`src/rtl/am_tx_modulator.sv`:
```
// am_tx_modulator
//   1-bit AM transmitter. Signed audio samples arrive over a valid/ready
//   handshake into a one-entry buffer and are linearly interpolated up to the
//   clock rate over segments of 2^INTERP_LOG2 clocks. The envelope
//   (1 + audio/2), scaled to [0, 2^(BITS-1)-1], multiplies the NCO carrier.
//   A first-order sigma-delta turns the product into a 1-bit RF stream.
//
// Ports
//   CLK          system clock
//   RSTb         asynchronous active-low reset
//   enable       1 = modulate; 0 = freeze interpolator, clear sigma-delta
//   audio_in     signed audio sample (BITS)
//   audio_valid  audio_in valid
//   audio_ready  input buffer empty; a sample is taken on valid & ready
//   cos_in       signed carrier from the NCO (BITS)
//   RF_out       1-bit modulated RF
//   env_out      registered envelope (BITS, non-negative)
//   underrun     1-cycle pulse when a segment starts with the buffer empty

module am_tx_modulator #(
    parameter int BITS        = 16,
    parameter int INTERP_LOG2 = 8
) (
    input  logic                   CLK,
    input  logic                   RSTb,
    input  logic                   enable,
    input  logic signed [BITS-1:0] audio_in,
    input  logic                   audio_valid,
    output logic                   audio_ready,
    input  logic signed [BITS-1:0] cos_in,
    output logic                   RF_out,
    output logic signed [BITS-1:0] env_out,
    output logic                   underrun
);

    localparam int ACC_W = BITS + INTERP_LOG2 + 1;
    localparam int SD_W  = BITS + 2;

    localparam logic signed [BITS-1:0] ENV_OFS = BITS'(2 ** (BITS - 2));
    localparam logic signed [SD_W-1:0] FS_POS  = SD_W'(2 ** (BITS - 1));
    localparam logic signed [SD_W-1:0] FS_NEG  = -FS_POS;

    // input buffer
    logic signed [BITS-1:0]   buf_q;
    logic                     buf_full;

    // interpolator
    logic [INTERP_LOG2-1:0]   phase_q;
    logic signed [BITS-1:0]   cur_q;
    logic signed [BITS-1:0]   nxt_q;
    logic signed [BITS:0]     delta_q;
    logic signed [ACC_W-1:0]  acc_q;

    // pipeline and sigma-delta
    logic signed [BITS-1:0]   cos_q;
    logic signed [BITS-1:0]   prod_q;
    logic signed [SD_W-1:0]   integ_q;

    // combinational helpers
    logic                     seg_load;
    logic signed [BITS-1:0]   cur_new;
    logic signed [BITS-1:0]   nxt_new;
    logic signed [BITS-1:0]   interp;
    logic signed [BITS-1:0]   env;
    logic signed [2*BITS-1:0] prod_full;
    logic signed [SD_W-1:0]   sd_sum;

    assign audio_ready = !buf_full;

    always_comb begin
        seg_load  = enable && (phase_q == '0);
        cur_new   = nxt_q;
        // An empty buffer at segment start repeats the last sample.
        nxt_new   = buf_full ? buf_q : nxt_q;
        interp    = BITS'(acc_q >>> INTERP_LOG2);
        env       = (interp >>> 1) + ENV_OFS;
        prod_full = env_out * cos_q;
        sd_sum    = integ_q + SD_W'(prod_q) - (RF_out ? FS_POS : FS_NEG);
    end

    // One-entry buffer. Acceptance ignores enable. A load only drains a full
    // buffer and an accept only fills an empty one, so they never collide;
    // a sample accepted during a load that found the buffer empty waits for
    // the following segment.
    always_ff @(posedge CLK or negedge RSTb) begin
        if (!RSTb) begin
            buf_q    <= '0;
            buf_full <= 1'b0;
        end else begin
            if (seg_load && buf_full)
                buf_full <= 1'b0;
            if (audio_valid && !buf_full) begin
                buf_q    <= audio_in;
                buf_full <= 1'b1;
            end
        end
    end

    // Interpolator: acc carries cur * N plus k * delta, so acc >>> INTERP_LOG2
    // walks from cur towards next in N equal steps.
    always_ff @(posedge CLK or negedge RSTb) begin
        if (!RSTb) begin
            phase_q  <= '0;
            cur_q    <= '0;
            nxt_q    <= '0;
            delta_q  <= '0;
            acc_q    <= '0;
            underrun <= 1'b0;
        end else begin
            underrun <= 1'b0;
            if (enable) begin
                phase_q <= phase_q + INTERP_LOG2'(1);
                if (seg_load) begin
                    cur_q    <= cur_new;
                    nxt_q    <= nxt_new;
                    delta_q  <= (BITS+1)'(nxt_new) - (BITS+1)'(cur_new);
                    acc_q    <= ACC_W'(cur_new) <<< INTERP_LOG2;
                    underrun <= !buf_full;
                end else begin
                    acc_q <= acc_q + ACC_W'(delta_q);
                end
            end
        end
    end

    // Three-stage datapath: envelope/carrier register, product, sigma-delta.
    // Disabling clears the product and loop so a restart begins from rest;
    // the envelope and carrier registers simply hold.
    always_ff @(posedge CLK or negedge RSTb) begin
        if (!RSTb) begin
            env_out <= '0;
            cos_q   <= '0;
            prod_q  <= '0;
            integ_q <= '0;
            RF_out  <= 1'b0;
        end else if (enable) begin
            env_out <= env;
            cos_q   <= cos_in;
            // env_out < 2^(BITS-1) keeps |product| >> (BITS-1) below full scale.
            prod_q  <= BITS'(prod_full >>> (BITS - 1));
            integ_q <= sd_sum;
            RF_out  <= !sd_sum[SD_W-1];
        end else begin
            prod_q  <= '0;
            integ_q <= '0;
            RF_out  <= 1'b0;
        end
    end

endmodule
```
`config.mk`:
```
export PLATFORM = sky130hd
export DESIGN_NAME = am_tx_modulator
export DESIGN_NICKNAME = d
export VERILOG_FILES = /design/src/rtl/am_tx_modulator.sv
export SDC_FILE = /design/constraint.sdc
export NUM_CORES = 1
export LEC_CHECK = 0
export BUFFER_PORTS_ARGS = -buffer_cell sky130_fd_sc_hd__buf_2
export CAP_MARGIN = 0
export CELL_PAD_IN_SITES_DETAIL_PLACEMENT = 0
export CELL_PAD_IN_SITES_GLOBAL_PLACEMENT = 1
export CORE_MARGIN = 3
export CORE_UTILIZATION = 40
export CTS_CLUSTER_SIZE = 20
export DETAILED_ROUTE_END_ITERATION = 12
export PLACE_DENSITY_LB_ADDON = 0.1
export SLEW_MARGIN = 40
export SYNTH_ARGS = -nofsm -noshare
export SYNTH_HDL_FRONTEND = slang
export SYNTH_SLANG_ARGS = --single-unit
```
`constraint.sdc`:
```
create_clock -name CLK -period 10.5 [get_ports CLK]
set_clock_uncertainty 0.15 [all_clocks]
set_input_delay 0.525 -clock CLK [delete_from_list [all_inputs] [get_ports CLK]]
set_output_delay 0.525 -clock CLK [all_outputs]
set_load 0.02 [all_outputs]
```
==> results of run 1 <==
==> routing by layer <==
metal / vias to the layer above / routed length, um
li1: 5817 / -
met1: 6047 / 17800
met2: 162 / 20700
met3: 40 / 987
met4: 0 / 965
met5: - / 0
==> layout by cell type (no fill, tap or decap), types with 4 or more instances in the layout <==
| master | count |
|---|---|
| o211ai_1 | 5 |
| nor3b_1 | 11 |
| o31ai_1 | 5 |
| a31oi_1 | 18 |
| nand4_1 | 13 |
| and2_1 | 109 |
| a211o_1 | 4 |
| mux2i_1 | 9 |
| nand2_1 | 218 |
| inv_6 | 6 |
| dfrtp_1 | 146 |
| o2bb2ai_1 | 7 |
| or3_1 | 6 |
| nor2b_1 | 15 |
| and3_1 | 11 |
| o21a_1 | 5 |
| o21bai_1 | 8 |
| xnor2_1 | 35 |
| o21ai_0 | 64 |
| clkbuf_16 | 17 |
| ha_1 | 187 |
| mux2_2 | 47 |
| bufinv_16 | 4 |
| nor2_1 | 66 |
| o21ai_1 | 10 |
| nand2b_1 | 17 |
| nor3_1 | 26 |
| a21o_1 | 26 |
| nand3_1 | 14 |
| a41oi_1 | 7 |
| xor2_1 | 22 |
| fa_1 | 182 |
| buf_2 | 52 |
| buf_4 | 8 |
| a211oi_1 | 9 |
| a21oi_1 | 50 |
| inv_1 | 325 |
==> cell type report <==
class	instances	area, um2
inverters	325	1220
well taps	525	657
clock buffers	17	425
fillers	4003	22400
multi-input cells	1257	11300
clock inverters	15	214
flip-flops and latches	149	3730
repair buffers	63	353
==> sequential cells by signal, summed over array words and instances, names as in the netlist <==
register	count
env_out	15
cos_q	16
integ_q	18
delta_q	17
underrun	1
acc_q	24
buf_full	1
phase_q	8
cur_new	16
prod_q	16
buf_q	16
RF_out	1
==> worst paths after layout <==
check / from / endpoint / depth (start not counted)
worst max-delay path: env_out[5]$_DFFE_PN0P_ / prod_q[15]$_DFF_PN0_ / 21
worst min-delay path: cos_in[4] / cos_q[4]$_DFFE_PN0P_ / 2
worst max register to register: env_out[5]$_DFFE_PN0P_ / prod_q[15]$_DFF_PN0_ / 21
worst min register to register: phase_q[7]$_DFFE_PN0P_ / phase_q[7]$_DFFE_PN0P_ / 1
max in group asynchronous: RSTb / env_out[7]$_DFFE_PN0P_ / 4
min in group asynchronous: RSTb / buf_full$_DFFE_PN0P_ / 2
==> through the flow <==
step | setup slack (ns) | hold slack [ns]
6_report | 3.86 | 0.141
4_1_cts | 3.82 | 0.115
2_1_floorplan | 4.48 | 0.0794
3_5_place_dp | 3.85 | 0.318
5_1_grt | 3.53 | 0.121
3_3_place_gp | 3.95 | 0.307
==> cell usage after synthesis, types with 5 or more instances <==
library cell	count	area share [%]
o21ai_0	64	1.9
and2_1	109	4.1
o31ai_1	5	0.23
and3_1	11	0.42
a211oi_1	9	0.41
clkbuf_1	52	1.2
nor2_1	66	1.5
nor2b_1	15	0.57
a41oi_1	7	0.37
inv_1	325	7.4
o21bai_1	8	0.36
o21a_1	5	0.23
mux2_2	47	3.2
or3_1	6	0.23
xnor2_1	35	1.9
nor3b_1	11	0.50
o211ai_1	5	0.23
mux2i_1	9	0.55
nor3_1	26	0.79
dfrtp_1	149	23
fa_1	182	22
ha_1	187	14
a21oi_1	50	1.5
nand2_1	218	5.0
nand2b_1	17	0.64
a21o_1	26	1.2
buf_1	13	0.30
a31oi_1	18	0.68
nand4_1	13	0.49
nand3_1	14	0.42
o2bb2ai_1	7	0.37
o21ai_1	10	0.30
xor2_1	22	1.2
==> logic make-up (layout without fill, tap and decap cells) <==
logic type      Yosys count  count (layout)
flops                   149             149
fa+ha+maj               369             369
mux                      57              57
compound gates          252             252
other cells               1               1
xor+xnor                 57              57
simple gates            521             521
buf+inv                 392             420
==> timing repair <==
action	in CTS	in global routing
hold buffers	1	0
buffers inserted	0	0
hold endpoints to repair	46	0
endpoints found under the setup margin	0	0
==> summary.md, run 1 <==
| Metric | Value |
|---|---|
| Synth warnings | `0` |
| Setup TNS | `0 ns` |
| Initial antenna violation count | `0` |
| Largest net degree at the start of global routing | `62` |
| Crit path largest cell delay | `0.81 ns` |
| CP max FO | `18` |
| Finished Layout Cells | `2351` |
| HP Class | `input port to flop` |
| Routed wire per std cell | `17.2 um` |
| Synth Area in XOR/XNOR | `3.02%` |
| Post-synth EDFFs | `0` |
| Util after Layout | `44.5%` |
| GRT met3 Usage | `3.06%` |
| Vias | `12066` |
| Num CTS Buffers | `17` |
| N_diodes | `0` |
| Max Slew Vio Count | `0` |
| Remaining DRCs | `0` |
| Core area | `0.0403 mm2` |
| Global-route track usage on met1 | `24.4%` |
| Crit-path leading delay family | `adder cells` |
| DIE WIDTH | `209 um` |
| Syn avg cell area | `9.19 um2` |
| Clk_lat worst skew | `0.45 ns` |
| Status | `finished clean` |
| Total number of H-tree levels | `4` |
| Max-cap viol count | `0` |
| Critical path class | `flop to flop` |
| Via density per instance | `5.13` |
| Clock transition at path regs | `0.07 ns` |
| Detailed-router iteration count before antenna repair | `5` |
| Clock root buffer | `clkbuf_16` |
| Distinct cells, synth | `71` |
| #FFs+latches synth | `149` |
| Critical Path RT | `10.72 ns` |
| Io pins | `55` |
| Final period util | `63.2%` |
| Synth Area in Adders | `36.2%` |
| All-Layer GR Usage | `19.3%` |
| Sink Count | `149` |
| Met2 usage | `34.2%` |
| Starting DRT DRC Count | `511` |
| Mapped cell area | `0.0165 mm2` |
| Crit path buf inv count | `5` |
| Initial Utilization | `41.0%` |
| Fmax | `0.151 GHz` |
| Worst-path cell chain | `nand2_1, fa_1, inv_1, fa_1, inv_1, fa_1, inv_1, fa_1, fa_1, inv_1, fa_1, inv_1, ha_1, a21oi_1, o21ai_1, a41oi_1, nand2_1, o21ai_1, a21boi_1, o31ai_1, mux2i_1` |
| Gate Count Post-Synth | `1798` |
| Die H | `209 um` |
| Mux cell area share after synthesis | `3.82%` |
| WL final | `40500 um` |
| CP arrival | `6.86 ns` |
| Bufs on Longest Clock Path | `2` |
| Worst slew margin | `42.6%` |
| Crit path time final | `6.64 ns` |
| Synth Area in Compound Gates | `10.0%` |
| Post-DP Area | `0.0173 mm2` |
| First-pass GRT wire length | `67100 um` |
| Synth async-reset ratio | `100%` |
| Aggregate global routing overflow | `0` |
| P&R area growth vs syn | `8.45%` |
| Mapped Nets | `2203` |
| Most common cell on crit path | `fa_1` |
| Max stage delay cell, worst path | `dfrtp_1` |
| Worst-Margin Slew | `0.861 ns` |
| Crit end category | `flop` |
| Resized cells post-CTS | `0` |
| Grt peak-use layer | `met2` |
| Synth Flop Type | `dfrtp_1` |
| Layout cells sized above 1 | `8.49%` |
| Detailed placement HPWL | `30900 um` |
| CP startpoint kind | `flop` |
| RSZ-0062 raised after global routing | `false` |
| Port Buffers | `53` |
| Setup Viol. Count Final | `0` |
| Largest family of logic cells by synthesized area | `adder cells` |
| Count of final hold-check violations | `0` |
| R2r setup slk | `3.86 ns` |
| CTS tree | `built` |
| Number of global-route vias before repair | `12643` |
| Die area | `0.0438 mm2` |
| Rows | `73` |
| Synth Area in Simple Gates | `15.4%` |
| Sequential element share of the synthesized area | `22.6%` |
| Final non-filler cell area | `0.0179 mm2` |
| GP Congestion | `0.829` |
| Cells after DPL | `2318` |
| # nets final | `2218` |
| Final ANT Viol Nets | `0` |
Power of run 1 is not shown: default switching activity piles up to over one toggle a cycle in this logic, so the estimate is an artifact.
==> inputs of run 2 (changes only) <==
- clock period: 10.5 -> 6 ns (I/O delays scaled with it)
==> run 2 against run 1 <==
  * Critical path depth decreased by 1
  * Clock-buffer cell count is 2 higher
  * Worst setup slack worse by 3.8 ns
  * Largest cell class unchanged
  * Routed wire length is 3.1% higher
  * Critical endpoint is now prod_q[9]$_DFF_PN0_
==> summary.md, run 2 (same netlist as run 1, synthesis figures left out) <==
| Metric | Value |
|---|---|
| Crit end category | `flop` |
| GRT met3 Usage | `2.09% (-0.98 points)` |
| Io pins | `55 (unchanged)` |
| Top reg by flops | `acc_q` |
| P&R area growth vs syn | `17.5%` |
| Port Buffers | `53 (unchanged)` |
| Via density per instance | `5.02 (-2.3%)` |
| Commonest non-fill, non-tap cell in the layout | `inv_1` |
| Largest net degree at the start of global routing | `98 (+58%)` |
| Clock transition at path regs | `0.07 ns (about the same)` |
| GP Congestion | `0.817 (-1.5%)` |
| N_diodes | `0 (unchanged)` |
| Fill cell count | `3911 (-2.3%)` |
| Routed wire per std cell | `16.7 um (-2.9%)` |
| # nets final | `2363 (+6.5%)` |
| Rows | `73 (unchanged)` |
| Remaining DRCs | `0 (unchanged)` |
| DIE WIDTH | `209 um (unchanged)` |
| Global-route track usage on met1 | `23.7% (-0.66 points)` |
| Setup Viol. Count Final | `0 (unchanged)` |
| Final ANT Viol Nets | `0 (unchanged)` |
| Clk_lat worst skew | `0.45 ns (about the same)` |
| Setup TNS | `0 ns (unchanged)` |
| Aggregate global routing overflow | `0 (unchanged)` |
| Layout cells sized above 1 | `18.4% (+9.9 points)` |
| WL final | `41800 um (+3.1%)` |
| CTS tree | `built` |
| Initial Utilization | `41.0% (unchanged)` |
| Critical path class | `flop to flop` |
| Core area | `0.0403 mm2 (unchanged)` |
| Status | `finished clean` |
| First-pass GRT wire length | `68300 um (+1.8%)` |
| Number of global-route vias before repair | `12953 (+2.5%)` |
| Die area | `0.0438 mm2 (unchanged)` |
| Worst slew margin | `54.5% (+12 points)` |
| All-Layer GR Usage | `19.6% (+0.23 points)` |
| Starting DRT DRC Count | `519 (+1.6%)` |
| Bufs on Longest Clock Path | `2 (unchanged)` |
| CP max FO | `4 (-14)` |
| Multi-input logic area | `0.0116 mm2 (+2.7%)` |
| Final period util | `98.3% (+35 points)` |
| Num CTS Buffers | `17 (unchanged)` |
| Crit path time final | `5.90 ns (-0.740 ns)` |
| Total number of H-tree levels | `4 (unchanged)` |
| Met2 usage | `36.4% (+2.2 points)` |
| Die H | `209 um (unchanged)` |
| Vias | `12516 (+3.7%)` |
| Clock root buffer | `clkbuf_16` |
| CP startpoint kind | `flop` |
| Detailed placement HPWL | `32800 um (+6.3%)` |
| Critical Path RT | `6.21 ns (-4.51 ns)` |
| Initial antenna violation count | `2 (+2)` |
| RSZ-0062 raised after global routing | `true` |
| HP Class | `input port to flop` |
| Post-DP Area | `0.0179 mm2 (+4.0%)` |
| Count of final hold-check violations | `0 (unchanged)` |
| Worst-Margin Slew | `0.683 ns (-0.178 ns)` |
| Max Slew Vio Count | `0 (unchanged)` |
| Most frequent cells in the layout | `inv_1 (300), nand2_1 (215), ha_1 (174)` |
| Regs by FF count | `acc_q (24), integ_q (18), delta_q (17)` |
| Sink Count | `149 (unchanged)` |
| Max-cap viol count | `0 (unchanged)` |
| Max reg flops | `24 (unchanged)` |
| Fmax | `0.170 GHz (+13%)` |
| Sequential cell area | `0.00375 mm2 (+0.50%)` |
| Grt peak-use layer | `met2` |
| Detailed-router iteration count before antenna repair | `5 (unchanged)` |
| Final non-filler cell area | `0.0194 mm2 (+8.4%)` |
| CP arrival | `6.11 ns (-0.75 ns)` |
## run 2: cell types whose count changed in the layout (fill, tap and decap cells not counted), sizes merged
cell	change
dlygate4sd3	+31
buf	+114
clkbuf	+2
clkinvlp	+1
clkinv	+5
inv	-6
bufinv	-3
## run 2: worst paths after layout
| check | from | to | slack, ns | depth (start not counted) |
|---|---|---|---|---|
| setup / recovery | env_out[6]$_DFFE_PN0P_ | prod_q[9]$_DFF_PN0_ | 0.10 | 20 |
| hold / removal | cos_in[2] | cos_q[2]$_DFFE_PN0P_ | 0.06 | 2 |
| setup reg to reg | env_out[6]$_DFFE_PN0P_ | prod_q[9]$_DFF_PN0_ | 0.10 | 20 |
| hold reg to reg | phase_q[7]$_DFFE_PN0P_ | phase_q[7]$_DFFE_PN0P_ | 0.32 | 1 |
| max in group asynchronous | RSTb | env_out[11]$_DFFE_PN0P_ | 4.07 | 4 |
| min in group asynchronous | RSTb | buf_q[3]$_DFFE_PN0P_ | 0.23 | 2 |
## run 2: cell type report
class,instances,share of cell area (%)
Multi-Input combinational cell,1257,59.8
Sequential cell,149,19.3
Timing Repair Buffer,208,8.31
Inverter,325,6.28
Tap cell,525,3.38
Clock buffer,19,2.33
Clock inverter,12,0.541
## run 2: per-layer routing
metal,vias to the layer above,routed length [um],share of wire (%)
met4,4,915,2.2
met1,6240,17600,42
met5,-,23,0.055
met3,47,842,2.0
li1,6099,-,-
met2,126,22400,54
## run 2: critical path, stage by stage (launching register included)
cell and delay [ns]:
dfrtp_2 0.43, buf_12 0.14, and2_4 0.13, fa_1 0.52, inv_1 0.05, fa_1 0.46, fa_1 0.55, inv_2 0.05
fa_1 0.46, fa_1 0.52, inv_2 0.04, fa_1 0.51, inv_2 0.05, ha_4 0.27, nand4_1 0.14, o221a_2 0.31
a21oi_2 0.18, o211ai_1 0.18, a311oi_2 0.40, nor3_1 0.09, nor3b_1 0.20
## run 2: through the flow
stage	util [%]	hold slack (ns)	setup slack, ns	instances
finish	48.2	0.0602	0.104	2495
global route	48.2	0.0385	-0.110	2495
CTS	47.1	0.0363	-0.00658	2479
detailed placement	44.6	0.278	-0.210	2408
global placement	44.5	0.307	-0.140	2408
floorplan	-	-0.146	0.00943	1798
## run 2: repair_timing
| action | CTS | global route |
|---|---|---|
| gates resized for setup | 29 | 89 |
| hold buffers | 32 | 0 |
| setup endpoints to repair | 10 | 15 |
| pin swaps | 14 | 78 |
| buffers inserted | 8 | 15 |
| endpoints found under the hold margin | 127 | 0 |
Power of run 2 is left out for the same reason.
==> inputs of run 3 (changes only) <==
- clock period: 6 -> 5.9 ns (I/O delays scaled with it)
==> run 3 against run 2 <==
  * The run now ends with negative setup slack left
  * Sequential share of layout area increased by 0.10 points
  * Via count decreased by 0.65%
  * Routed wire length fell by 1.2%
  * First-iteration DRC count decreased by 13%
  * Cell count decreased by 0.28%
  * Die area stayed put
  * Worst setup slack worse by 0.11 ns
  * Sequential cell count did not move
  * Register-to-register slack got worse by 0.11 ns
  * Clock-buffer cell count shrank 1
  * Non-clock buffer count is 7 lower
  * Maximum frequency fell by 0.21%
==> summary.md, run 3 (same netlist as run 1, synthesis figures left out) <==
| Metric | Value |
|---|---|
| Status | `finished, violations left` |
| Violated checks | `negative setup slack` |
| Initial antenna violation count | `1 (-1)` |
| Clock transition at path regs | `0.07 ns (about the same)` |
| Cells after DPL | `2402 (-0.25%)` |
| Crit path largest cell delay | `0.56 ns (about the same)` |
| Worst Hold Depth | `2 (unchanged)` |
| DIE WIDTH | `209 um (unchanged)` |
| Starting DRT DRC Count | `454 (-13%)` |
| GP Congestion | `0.832 (+1.8%)` |
| Largest net degree at the start of global routing | `71 (-28%)` |
| Max stage delay cell, worst path | `fa_2` |
| Setup Viol. Count Final | `1 (+1)` |
| Setup TNS | `-0.00839 ns (-0.00839 ns)` |
| Sequential cell area | `0.00375 mm2 (about the same)` |
| P&R area growth vs syn | `16.9%` |
| Num CTS Buffers | `17 (unchanged)` |
| Detailed-router iteration count before antenna repair | `6 (+1)` |
| Placement Setup Slack | `-0.247 ns (-0.0373 ns)` |
| CTS tree | `built` |
| Max Slew Vio Count | `0 (unchanged)` |
| Final ANT Viol Nets | `0 (unchanged)` |
| CP arrival | `6.06 ns (-0.05 ns)` |
| Number of global-route vias before repair | `13158 (+1.6%)` |
| Worst slew margin | `53.3% (-1.2 points)` |
| Clock root buffer | `clkbuf_16` |
| Most frequent cells in the layout | `inv_1 (315), nand2_1 (216), ha_1 (178)` |
| Commonest non-fill, non-tap cell in the layout | `inv_1` |
| Detailed placement HPWL | `32900 um (+0.13%)` |
| Io pins | `55 (unchanged)` |
| Die H | `209 um (unchanged)` |
| Aggregate global routing overflow | `0 (unchanged)` |
| Crit path time final | `5.91 ns (+0.0122 ns)` |
| # nets final | `2356 (-0.30%)` |
| Sink Count | `149 (unchanged)` |
| HP Class | `input port to flop` |
| Rows | `73 (unchanged)` |
| All-Layer GR Usage | `19.7% (+0.14 points)` |
| Die area | `0.0438 mm2 (unchanged)` |
| Finished Layout Cells | `2488 (-0.28%)` |
| First-pass GRT wire length | `68700 um (+0.63%)` |
| Total number of H-tree levels | `4 (unchanged)` |
| Crit end category | `flop` |
| Worst-Margin Slew | `0.701 ns (+0.0178 ns)` |
| Max reg flops | `24 (unchanged)` |
| Multi-input logic area | `0.0116 mm2 (-0.48%)` |
| Worst Setup Slack, final | `-0.00839 ns (-0.112 ns)` |
| FF-to-FF path depth | `22 (+10%)` |
| WL final | `41300 um (-1.2%)` |
| Port Buffers | `53 (unchanged)` |
| Worst-path cell chain | `and2_1, fa_1, inv_2, fa_1, fa_2, inv_2, fa_1, fa_1, inv_2, fa_1, inv_2, ha_4, nand4_1, o221a_2, buf_4, a21oi_4, buf_6, o21ai_2, buf_4, o21bai_1, xnor2_1, nor2_1` |
| N_diodes | `0 (unchanged)` |
| Critical Path RT | `6.05 ns (-0.16 ns)` |
| Fill cell count | `3887 (-0.61%)` |
| Util after Layout | `47.9% (-0.27 points)` |
| R2r setup slk | `-0.008 ns (-0.11 ns)` |
| Layout cells sized above 1 | `16.8% (-1.7 points)` |
| Bufs on Longest Clock Path | `2 (unchanged)` |
| RSZ-0062 raised after global routing | `true` |
| Top reg by flops | `acc_q` |
| CP max FO | `10 (+6)` |
| Final period util | `100% (+1.9 points)` |
| Remaining DRCs | `0 (unchanged)` |
| Clk_lat worst skew | `0.45 ns (about the same)` |
| CP startpoint kind | `flop` |
| Max-cap viol count | `0 (unchanged)` |
| Most common cell on crit path | `fa_1` |
| Routed wire per std cell | `16.6 um (-0.94%)` |
| Core area | `0.0403 mm2 (unchanged)` |
| Via density per instance | `5.00 (-0.37%)` |
| Fmax | `0.169 GHz (-0.21%)` |
| Vias | `12435 (-0.65%)` |
| Initial Utilization | `41.0% (unchanged)` |
| Critical path class | `flop to flop` |
| Count of final hold-check violations | `0 (unchanged)` |
| Regs by FF count | `acc_q (24), integ_q (18), delta_q (17)` |
## run 3: changes by cell type in the layout (fill, tap and decap cells not counted), moves of 5 or more
cell	change
buf_4	-6
clkinv_2	-5
fa_1	+6
fa_2	-6
ha_4	-5
inv_1	+15
inv_2	-15
## run 3: worst max-delay path, delay by kind of cell (launching register included)
family / cells / cell delay [ns]
AND/OR/NAND/NOR: 3 / 0.35
XOR/XNOR: 1 / 0.14
flip-flops: 1 / 0.48
adder cells (fa/ha/maj): 7 / 3.42
buffers and inverters: 7 / 0.60
AO/OA/AOI/OAI: 4 / 0.64
## run 3: layout make-up
type | count | share of cell area (%)
Multi-Input combinational cell | 1257 | 59.9
Timing Repair Buffer | 201 | 7.95
Inverter | 325 | 6.32
Sequential cell | 149 | 19.4
Clock inverter | 13 | 0.758
Tap cell | 525 | 3.40
Clock buffer | 18 | 2.27
## run 3: what timing repair did
item,CTS,global route
setup endpoints to repair,13,15
resized for setup,53,34
pin swaps,41,31
setup buffers,16,8
hold buffers,32,0
endpoints found under the hold margin,67,0
## run 3: layer usage
layer	global-route usage (%)	share of wire [%]	vias up
met4	6.79	3.1	2
li1	-	-	6092
met5	0	0.017	-
met2	35.5	52	149
met3	2.99	2.6	64
met1	24.0	42	6128
## run 3: final timing paths
kind | start | to
hold reg to reg | phase_q[7]$_DFFE_PN0P_ | phase_q[7]$_DFFE_PN0P_
setup reg to reg | env_out[7]$_DFFE_PN0P_ | prod_q[10]$_DFF_PN0_
max in group asynchronous | RSTb | cos_q[2]$_DFFE_PN0P_
hold / removal | cos_in[2] | cos_q[2]$_DFFE_PN0P_
min in group asynchronous | RSTb | cur_new[13]$_DFFE_PN0P_
setup / recovery | env_out[7]$_DFFE_PN0P_ | prod_q[10]$_DFF_PN0_
## run 3: per-stage QoR
stage / hold WS [ns] / area (um2)
after floorplan: -0.151 / 16500
after global placement: 0.0720 / 17900
after detailed placement: 0.0750 / 17900
after CTS: 0.0208 / 19200
after global routing: 0.0279 / 19300
final: 0.0300 / 19300
Power of run 3 is left out for the same reason.
